## src/rtl/lfsr_bank.sv

```systemverilog
// lfsr_bank: N_CH independent Fibonacci LFSRs delivering one packed random word
// per valid/ready handshake, with runtime seeding and zero-seed lockup recovery.
module lfsr_bank #(
  parameter int unsigned       WIDTH       = 16,
  parameter int unsigned       N_CH        = 4,
  parameter logic [WIDTH-1:0]  TAPS        = WIDTH'(16'hD008),
  parameter logic [WIDTH-1:0]  SEED        = WIDTH'(16'h632C),
  parameter logic [WIDTH-1:0]  SEED_STRIDE = WIDTH'(16'h9E37),
  parameter int unsigned       STEPS       = 1,
  localparam int unsigned      CH_W        = (N_CH > 1) ? $clog2(N_CH) : 1
) (
  input  logic                   clk,
  input  logic                   rst,
  input  logic                   en,
  input  logic                   out_ready,
  output logic                   out_valid,
  output logic [N_CH*WIDTH-1:0]  q,
  input  logic                   seed_we,
  input  logic [CH_W-1:0]        seed_ch,
  input  logic [WIDTH-1:0]       seed_data,
  output logic                   lockup
);

  localparam int unsigned CNT_W = (STEPS > 1) ? $clog2(STEPS + 1) : 1;

  localparam logic [1:0] S_IDLE  = 2'd0;
  localparam logic [1:0] S_HOLD  = 2'd1;
  localparam logic [1:0] S_SHIFT = 2'd2;

  // Parameter sanity checks at elaboration
  if (WIDTH < 2) begin : g_chk_width
    $error("lfsr_bank: WIDTH must be >= 2");
  end
  if (N_CH < 1) begin : g_chk_nch
    $error("lfsr_bank: N_CH must be >= 1");
  end
  if (TAPS[WIDTH-1] != 1'b1) begin : g_chk_taps
    $error("lfsr_bank: TAPS[WIDTH-1] must be 1");
  end
  if (SEED == '0) begin : g_chk_seed
    $error("lfsr_bank: SEED must be nonzero");
  end
  if (STEPS < 1) begin : g_chk_steps
    $error("lfsr_bank: STEPS must be >= 1");
  end

  // Default seed of a channel; falls back to SEED if the stride cancels it to zero
  function automatic logic [WIDTH-1:0] ds(input int unsigned c);
    logic [WIDTH-1:0] v;
    v = SEED ^ (WIDTH'(c) * SEED_STRIDE);
    if (v == '0) v = SEED;
    return v;
  endfunction

  // One Fibonacci shift: left shift, feedback parity into bit 0
  function automatic logic [WIDTH-1:0] step(input logic [WIDTH-1:0] v);
    return {v[WIDTH-2:0], ^(v & TAPS)};
  endfunction

  logic [1:0]       state, state_nxt;
  logic [CNT_W-1:0] cnt, cnt_nxt;
  logic             adv;
  logic [WIDTH-1:0] d [N_CH];
  logic             seed_hit;
  logic [WIDTH-1:0] seed_val;

  // Next-state logic: HOLD presents a word, SHIFT advances STEPS times after a fire
  always_comb begin
    state_nxt = state;
    cnt_nxt   = cnt;
    adv       = 1'b0;
    case (state)
      S_IDLE: begin
        if (en) state_nxt = S_HOLD;
      end
      S_HOLD: begin
        if (out_valid && out_ready) begin
          state_nxt = S_SHIFT;
          cnt_nxt   = CNT_W'(STEPS);
        end else if (!en) begin
          state_nxt = S_IDLE;
        end
      end
      S_SHIFT: begin
        adv     = 1'b1;
        cnt_nxt = cnt - CNT_W'(1);
        if (cnt == CNT_W'(1)) state_nxt = en ? S_HOLD : S_IDLE;
      end
      default: state_nxt = S_IDLE;
    endcase
  end

  // Seed write decode; a zero seed is replaced by the channel default
  always_comb begin
    seed_hit = seed_we && (32'(seed_ch) < N_CH);
    seed_val = (seed_data == '0) ? ds(32'(seed_ch)) : seed_data;
  end

  // State, step counter and registered valid
  always_ff @(posedge clk) begin
    if (rst) begin
      state     <= S_IDLE;
      cnt       <= '0;
      out_valid <= 1'b0;
    end else begin
      state     <= state_nxt;
      cnt       <= cnt_nxt;
      out_valid <= (state_nxt == S_HOLD);
    end
  end

  // Channel registers: seed write wins over advance; lockup flags a zero-seed repair
  always_ff @(posedge clk) begin
    if (rst) begin
      for (int unsigned c = 0; c < N_CH; c++) d[c] <= ds(c);
      lockup <= 1'b0;
    end else begin
      for (int unsigned c = 0; c < N_CH; c++) begin
        if (seed_hit && (32'(seed_ch) == c)) d[c] <= seed_val;
        else if (adv)                        d[c] <= step(d[c]);
      end
      lockup <= seed_hit && (seed_data == '0);
    end
  end

  // Pack channel states onto q
  for (genvar c = 0; c < N_CH; c++) begin : g_q
    assign q[c*WIDTH +: WIDTH] = d[c];
  end

endmodule

```

## config.mk

```make
export PLATFORM = sky130hd
export DESIGN_NAME = lfsr_bank
export DESIGN_NICKNAME = d
export VERILOG_FILES = /design/src/rtl/lfsr_bank.sv
export SDC_FILE = /design/constraint.sdc
export NUM_CORES = 1
export LEC_CHECK = 0
export ABC_CLOCK_PERIOD_IN_PS = 5900
export CORE_MARGIN = 2
export CORE_UTILIZATION = 30
export CTS_CLUSTER_SIZE = 20
export DETAILED_ROUTE_END_ITERATION = 7
export PLACE_DENSITY_LB_ADDON = 0.2
export SLEW_MARGIN = 20
export SYNTH_ARGS = -nofsm -noshare
export SYNTH_HDL_FRONTEND = slang
export SYNTH_SLANG_ARGS = --single-unit
```

## constraint.sdc

```tcl
create_clock -name clk -period 5.9 [get_ports clk]
set_clock_uncertainty 0.1 [all_clocks]
set_input_delay 1.77 -clock clk [delete_from_list [all_inputs] [get_ports clk]]
set_output_delay 1.77 -clock clk [all_outputs]
set_load 0.01 [all_outputs]
```

==> results.py, run 1 <==
metrics = {
    "outcome": {
        "status": "finished clean",
    },
    "setup_path": {
        "start_kind": "primary input",
        "cp-end-kind": "register",
        "cp.arrival_ps": 4250,
        "crit_fanout": 11,
        "cp_top_family": "compound AO/OA/AOI/OAI gates",
        "r2r_cells": 4,
        "cp.depth": 7,
        "path_class": "in -> reg",
        "cp_slowest_cell": "a21oi_1",
        "crit_required_ps": 5900,
        "path_cells": "clkdlybuf4s50_1 > inv_1 > ha_1 > nand2_1 > a21oi_1 > nand2_1 > o32a_1",
        "max_stage_delay_ps": 660,
        "cp_num_buf_inv": 2,
        "cp_common_cell": "nand2_1",
    },
    "power_and_ir_drop": {
        "powerDensity_mw_per_mm2": 238,
        "power.leakage_nw": 1.40,
        "total_power_mw": 1.07,
        "ir_worst_vdd_uv": 138,
    },
    "floorplan": {
        "fp.coreArea_mm2": 0.0108,
        "die_h_um": 109,
        "fp.dieW_um": 109,
        "die_area_mm2": 0.0119,
        "io_pins": 89,
        "rows": 38,
        "start_util_pct": 30.7,
    },
    "synthesis": {
        "ys_types": 36,
        "syn_nets": 302,
        "syn_area_mm2": 0.00332,
        "async_reset_ff_share_pct": 0,
        "synth_edf_count": 64,
        "ys.flop_type": "edfxtp_1",
        "ys_ff_latch": 69,
        "synth-seq-area-share_pct": 61.0,
        "synthCells": 271,
        "yosysWarnings": 0,
        "avgSynthCellArea_um2": 12.2,
    },
    "placement": {
        "placed_cell_area_mm2": 0.00430,
        "gp_congestion": 0.835,
        "hpwlAfterDp_mm": 7.59,
        "portBuffers": 88,
    },
    "sta": {
        "period_minus_slack_ps": 4250,
        "max_freq_mhz": 235,
        "slew_headroom_pct": 46.8,
        "slew_viol_final": 0,
        "hold_viol_final": 0,
        "fin_tns_setup_ps": 0,
        "period_share_pct": 72.1,
        "worstMarginPinSlew_ps": 798,
        "setup_violations": 0,
        "rsz0062_at_grt": "no",
    },
    "drt": {
        "viasPerCell": 5.16,
        "wl_per_cell_um": 20.6,
        "drtPass1Iterations": 4,
        "wl_mm": 10.4,
        "drt-initial-drc-count": 239,
        "drtAntennaViolNets": 0,
        "drcViolationCount": 0,
        "vias": 2602,
    },
    "finish": {
        "nets": 390,
        "diodes": 0,
        "drive_above_1_share_pct": 6.32,
        "syn2layout_area_growth_pct": 35.4,
        "mostFrequentLayoutCells": "clkdlybuf4s50_1 (88), edfxtp_1 (64), nand2_1 (37), o21ai_0 (26), a21oi_1 (25)",
        "final_common_cell": "clkdlybuf4s50_1",
        "fillers": 1036,
        "fin_area_mm2": 0.00449,
    },
    "clocking": {
        "clk-insertion-delay-late_ps": 350,
        "cts_hold_buf": 0,
        "htreeDepth": 3,
        "cts_sinks": 69,
        "cts_tree": "done",
        "post_cts_buffers": 0,
        "cts-root-buf": "clkbuf_8",
        "path_clk_slew_ps": 70,
        "cts_buffer_depth": 2,
        "cts_buffers": 9,
        "ctsResizeCount": 0,
    },
    "run": {
        "maxCapViolations": 0,
    },
    "grt": {
        "grt_pass1_wl_mm": 15.5,
        "grt_overflow": 0,
        "grt_pass1_vias": 2612,
        "antenna_found_initial": 0,
        "grt_start_max_net_pins": 26,
        "grt_use_total_pct": 18.2,
    },
    "worst_hold_path": {
        "hp-class": "reg -> reg",
        "holdPathStages": 2,
    },
}
power breakdown:
group | internal [mW] | switching [mW]
Clock | 0.195 | 0.187
Combinational | 0.0551 | 0.0647
Sequential | 0.555 | 0.0128
Total | 0.804 | 0.265
worst reg2reg max path, stage by stage, from the launching register on:
cell,delay [ps]
dfxtp_1,360
nand2b_1,220
a21oi_1,620
nand2_1,360
o32a_1,380
path summary, 6_finish.rpt:
path	startpoint	to	slack [ps]
worst max register to register	state[0]	d[1][10]	3620
worst max-delay path	seed_ch[1]	d[1][10]	1650
worst min-delay path	cnt	cnt	390
worst min register to register	cnt	cnt	390
flip-flops by register name, summed over array words and instances, names as in the netlist:
signal and count:
d 64, out_valid 1, cnt 1, lockup 1, state 2
cell families (layout without fill, tap and decap cells):
logic type / after synthesis / count (layout) / synth area share [%]
simple gates: 72 / 72 / 10.4
fa+ha+maj: 8 / 8 / 3.02
flops: 69 / 69 / 61.0
buf+inv: 18 / 111 / 2.98
compound gates: 91 / 91 / 19.1
mux: 1 / 1 / 0.415
xor+xnor: 12 / 12 / 3.17
Yosys cell counts, drive strengths merged, types with 2 or more instances:
master / number / area [um^2]
edfxtp: 64 / 1920
nand2: 37 / 139
a21oi: 29 / 168
o21ai: 27 / 135
o32a: 23 / 230
nor2: 13 / 48.8
xnor2: 10 / 87.6
and2: 8 / 50.1
ha: 8 / 100
buf: 7 / 57.6
inv: 7 / 26.3
dfxtp: 5 / 100
clkbuf: 4 / 15.0
nor4: 4 / 25.0
a211oi: 3 / 22.5
a22o: 3 / 26.3
nor3b: 3 / 27.5
and2b: 2 / 15.0
o211ai: 2 / 20.0
o22ai: 2 / 12.5
xor2: 2 / 17.5
metrics by stage:
stage          util (%)  worst slack (ps)  hold slack (ps)  cells
2_1_floorplan         -              2600              350    271
3_3_place_gp       39.8              1330              360    488
3_5_place_dp       39.8              1260              373    488
4_1_cts            41.6              1640              384    504
5_1_grt            41.6              1430              432    504
6_report           41.6              1650              386    504
final cells by class:
class | count | area (um^2) | area share [%]
well taps | 140 | 175 | 3.90
repair buffers | 88 | 881 | 19.6
clock buffers | 10 | 128 | 2.84
flip-flops and latches | 69 | 2020 | 45.0
inverters | 7 | 26.3 | 0.585
clock inverters | 6 | 63.8 | 1.42
multi-input cells | 184 | 1200 | 26.6
routing by layer:
layer	track usage, %	share of wire (%)	vias to the layer above
met5	0	0	-
met4	6.23	2.0	0
met3	6.04	8.1	15
met2	27.9	48	100
met1	24.0	42	1273
li1	-	-	1214
Power figures use the tool's default switching activity.
==> inputs of run 2 (changes only) <==
ABC_CLOCK_PERIOD_IN_PS = 4330   (was 5900)
clock period = 4.33 ns   (was 5.9 ns; I/O delays follow)
==> results.py, run 2 (same netlist as run 1, synthesis figures left out) <==
metrics = {
    "finish": {
        "drive_above_1_share_pct": 8.11,
        "mostFrequentLayoutCells": "clkdlybuf4s50_1 (88), edfxtp_1 (64), nand2_1 (37), o21ai_0 (26), a21oi_1 (25)",
        "final_util_pct": 42.7,
        "diodes": 0,
        "largest_reg_flops": 64,
        "final_common_cell": "clkdlybuf4s50_1",
        "instances_no_fill": 510,
        "regMostFlops": "d",
        "fin_area_mm2": 0.00461,
        "nets": 396,
        "syn2layout_area_growth_pct": 38.9,
        "reg_top3": "d: 64 flops, state: 2 flops",
        "fillers": 1039,
    },
    "sta": {
        "fin_tns_setup_ps": 0,
        "setup_violations": 0,
        "period_minus_slack_ps": 3470,
        "slew_viol_final": 0,
        "whs_ps": 373,
        "hold_viol_final": 0,
        "period_share_pct": 80.2,
        "slew_headroom_pct": 52.7,
        "max_freq_mhz": 288,
        "rsz0062_at_grt": "no",
        "worstMarginPinSlew_ps": 709,
        "layout_setup_ws_ps": 856,
    },
    "clocking": {
        "path_clk_slew_ps": 70,
        "htreeDepth": 3,
        "post_cts_buffers": 0,
        "cts_buffers": 9,
        "cts_hold_buf": 0,
        "cts_sinks": 69,
        "cts_tree": "done",
        "clk-insertion-delay-late_ps": 350,
        "cts_buffer_depth": 2,
        "cts-root-buf": "clkbuf_8",
        "ctsResizeCount": 0,
    },
    "setup_path": {
        "ff2ff_setup_slack_ps": 2280,
        "crit_required_ps": 4320,
        "path_class": "in -> reg",
        "start_kind": "primary input",
        "crit_fanout": 20,
        "r2r-start": "state[0]",
        "cp.arrival_ps": 3470,
        "r2r_cells": 3,
        "r2r_end": "d[1][13]",
        "cp-end-kind": "register",
    },
    "outcome": {
        "status": "finished clean",
    },
    "grt": {
        "grt_overflow": 0,
        "grt_start_max_net_pins": 21,
        "antenna_found_initial": 0,
        "grt_pass1_wl_mm": 15.7,
        "grt_pass1_vias": 2675,
        "grt_use_total_pct": 18.4,
    },
    "drt": {
        "wl_mm": 10.6,
        "vias": 2696,
        "drtAntennaViolNets": 0,
        "drcViolationCount": 0,
        "viasPerCell": 5.29,
        "drtPass1Iterations": 5,
        "wl_per_cell_um": 20.8,
        "drt-initial-drc-count": 175,
    },
    "worst_hold_path": {
        "hold_start": "cnt",
        "holdPathStages": 2,
        "hp-class": "reg -> reg",
        "hold_path_end": "cnt",
    },
    "floorplan": {
        "start_util_pct": 30.7,
        "die_h_um": 109,
        "fp.dieW_um": 109,
        "rows": 38,
        "io_pins": 89,
        "die_area_mm2": 0.0119,
        "fp.coreArea_mm2": 0.0108,
    },
    "placement": {
        "hpwlAfterDp_mm": 7.81,
        "portBuffers": 88,
        "gp_congestion": 0.902,
        "placed_cell_area_mm2": 0.00435,
        "post-place-cells": 494,
        "place_ws_ps": 518,
    },
    "power_and_ir_drop": {
        "ir_worst_vdd_uv": 179,
        "powerDensity_mw_per_mm2": 355,
        "total_power_mw": 1.64,
        "power.leakage_nw": 1.47,
    },
    "run": {
        "maxCapViolations": 0,
    },
}
==> run 2: cell count changes in the layout (fill, tap and decap cells not counted) <==
cell and change:
clkinv_4 -1, clkbuf_1 -1, buf_4 +6, bufinv_16 +3
clkinvlp_4 -1
==> run 2: layout make-up <==
class / instances / area (um^2) / area share [%]
inverters: 7 / 26.3 / 0.570
repair buffers: 94 / 926 / 20.1
flip-flops and latches: 69 / 2020 / 43.9
well taps: 140 / 175 / 3.80
clock inverters: 7 / 138 / 2.99
clock buffers: 9 / 124 / 2.69
multi-input cells: 184 / 1200 / 26.0
==> run 2: worst max-delay path by stage <==
stage,endpoint,start,cells after the start,slack [ps]
4_1_cts,d[1][10],seed_ch[1],7,900
2_1_floorplan,d[0][13],seed_ch[0],6,1500
5_1_grt,d[1][15],seed_ch[0],6,670
3_5_place_dp,d[1][10],seed_ch[1],7,520
6_report,d[1][15],seed_ch[1],7,860
3_3_place_gp,d[1][3],seed_ch[0],6,630
==> run 2: power breakdown <==
part | total (mW) | internal [mW] | switching (mW)
Clock | 0.695 | 0.439 | 0.256
Sequential | 0.773 | 0.756 | 0.0177
Combinational | 0.168 | 0.0774 | 0.0908
Total | 1.64 | 1.27 | 0.365
==> run 2: worst max-delay path, stage by stage <==
cell	delay [ps]
clkdlybuf4s50_1	500
inv_1	180
ha_1	250
nand2_1	130
nand2_1	480
nand2_1	280
o32a_1	340
==> run 2: layer usage <==
layer  global-route usage (%)  up-vias  share of wire (%)
met4                     8.33        0                2.8
met5                        0        -                  0
met3                     4.78       26                 10
li1                         -     1226                  -
met1                     24.6     1300                 41
met2                     27.9      144                 46
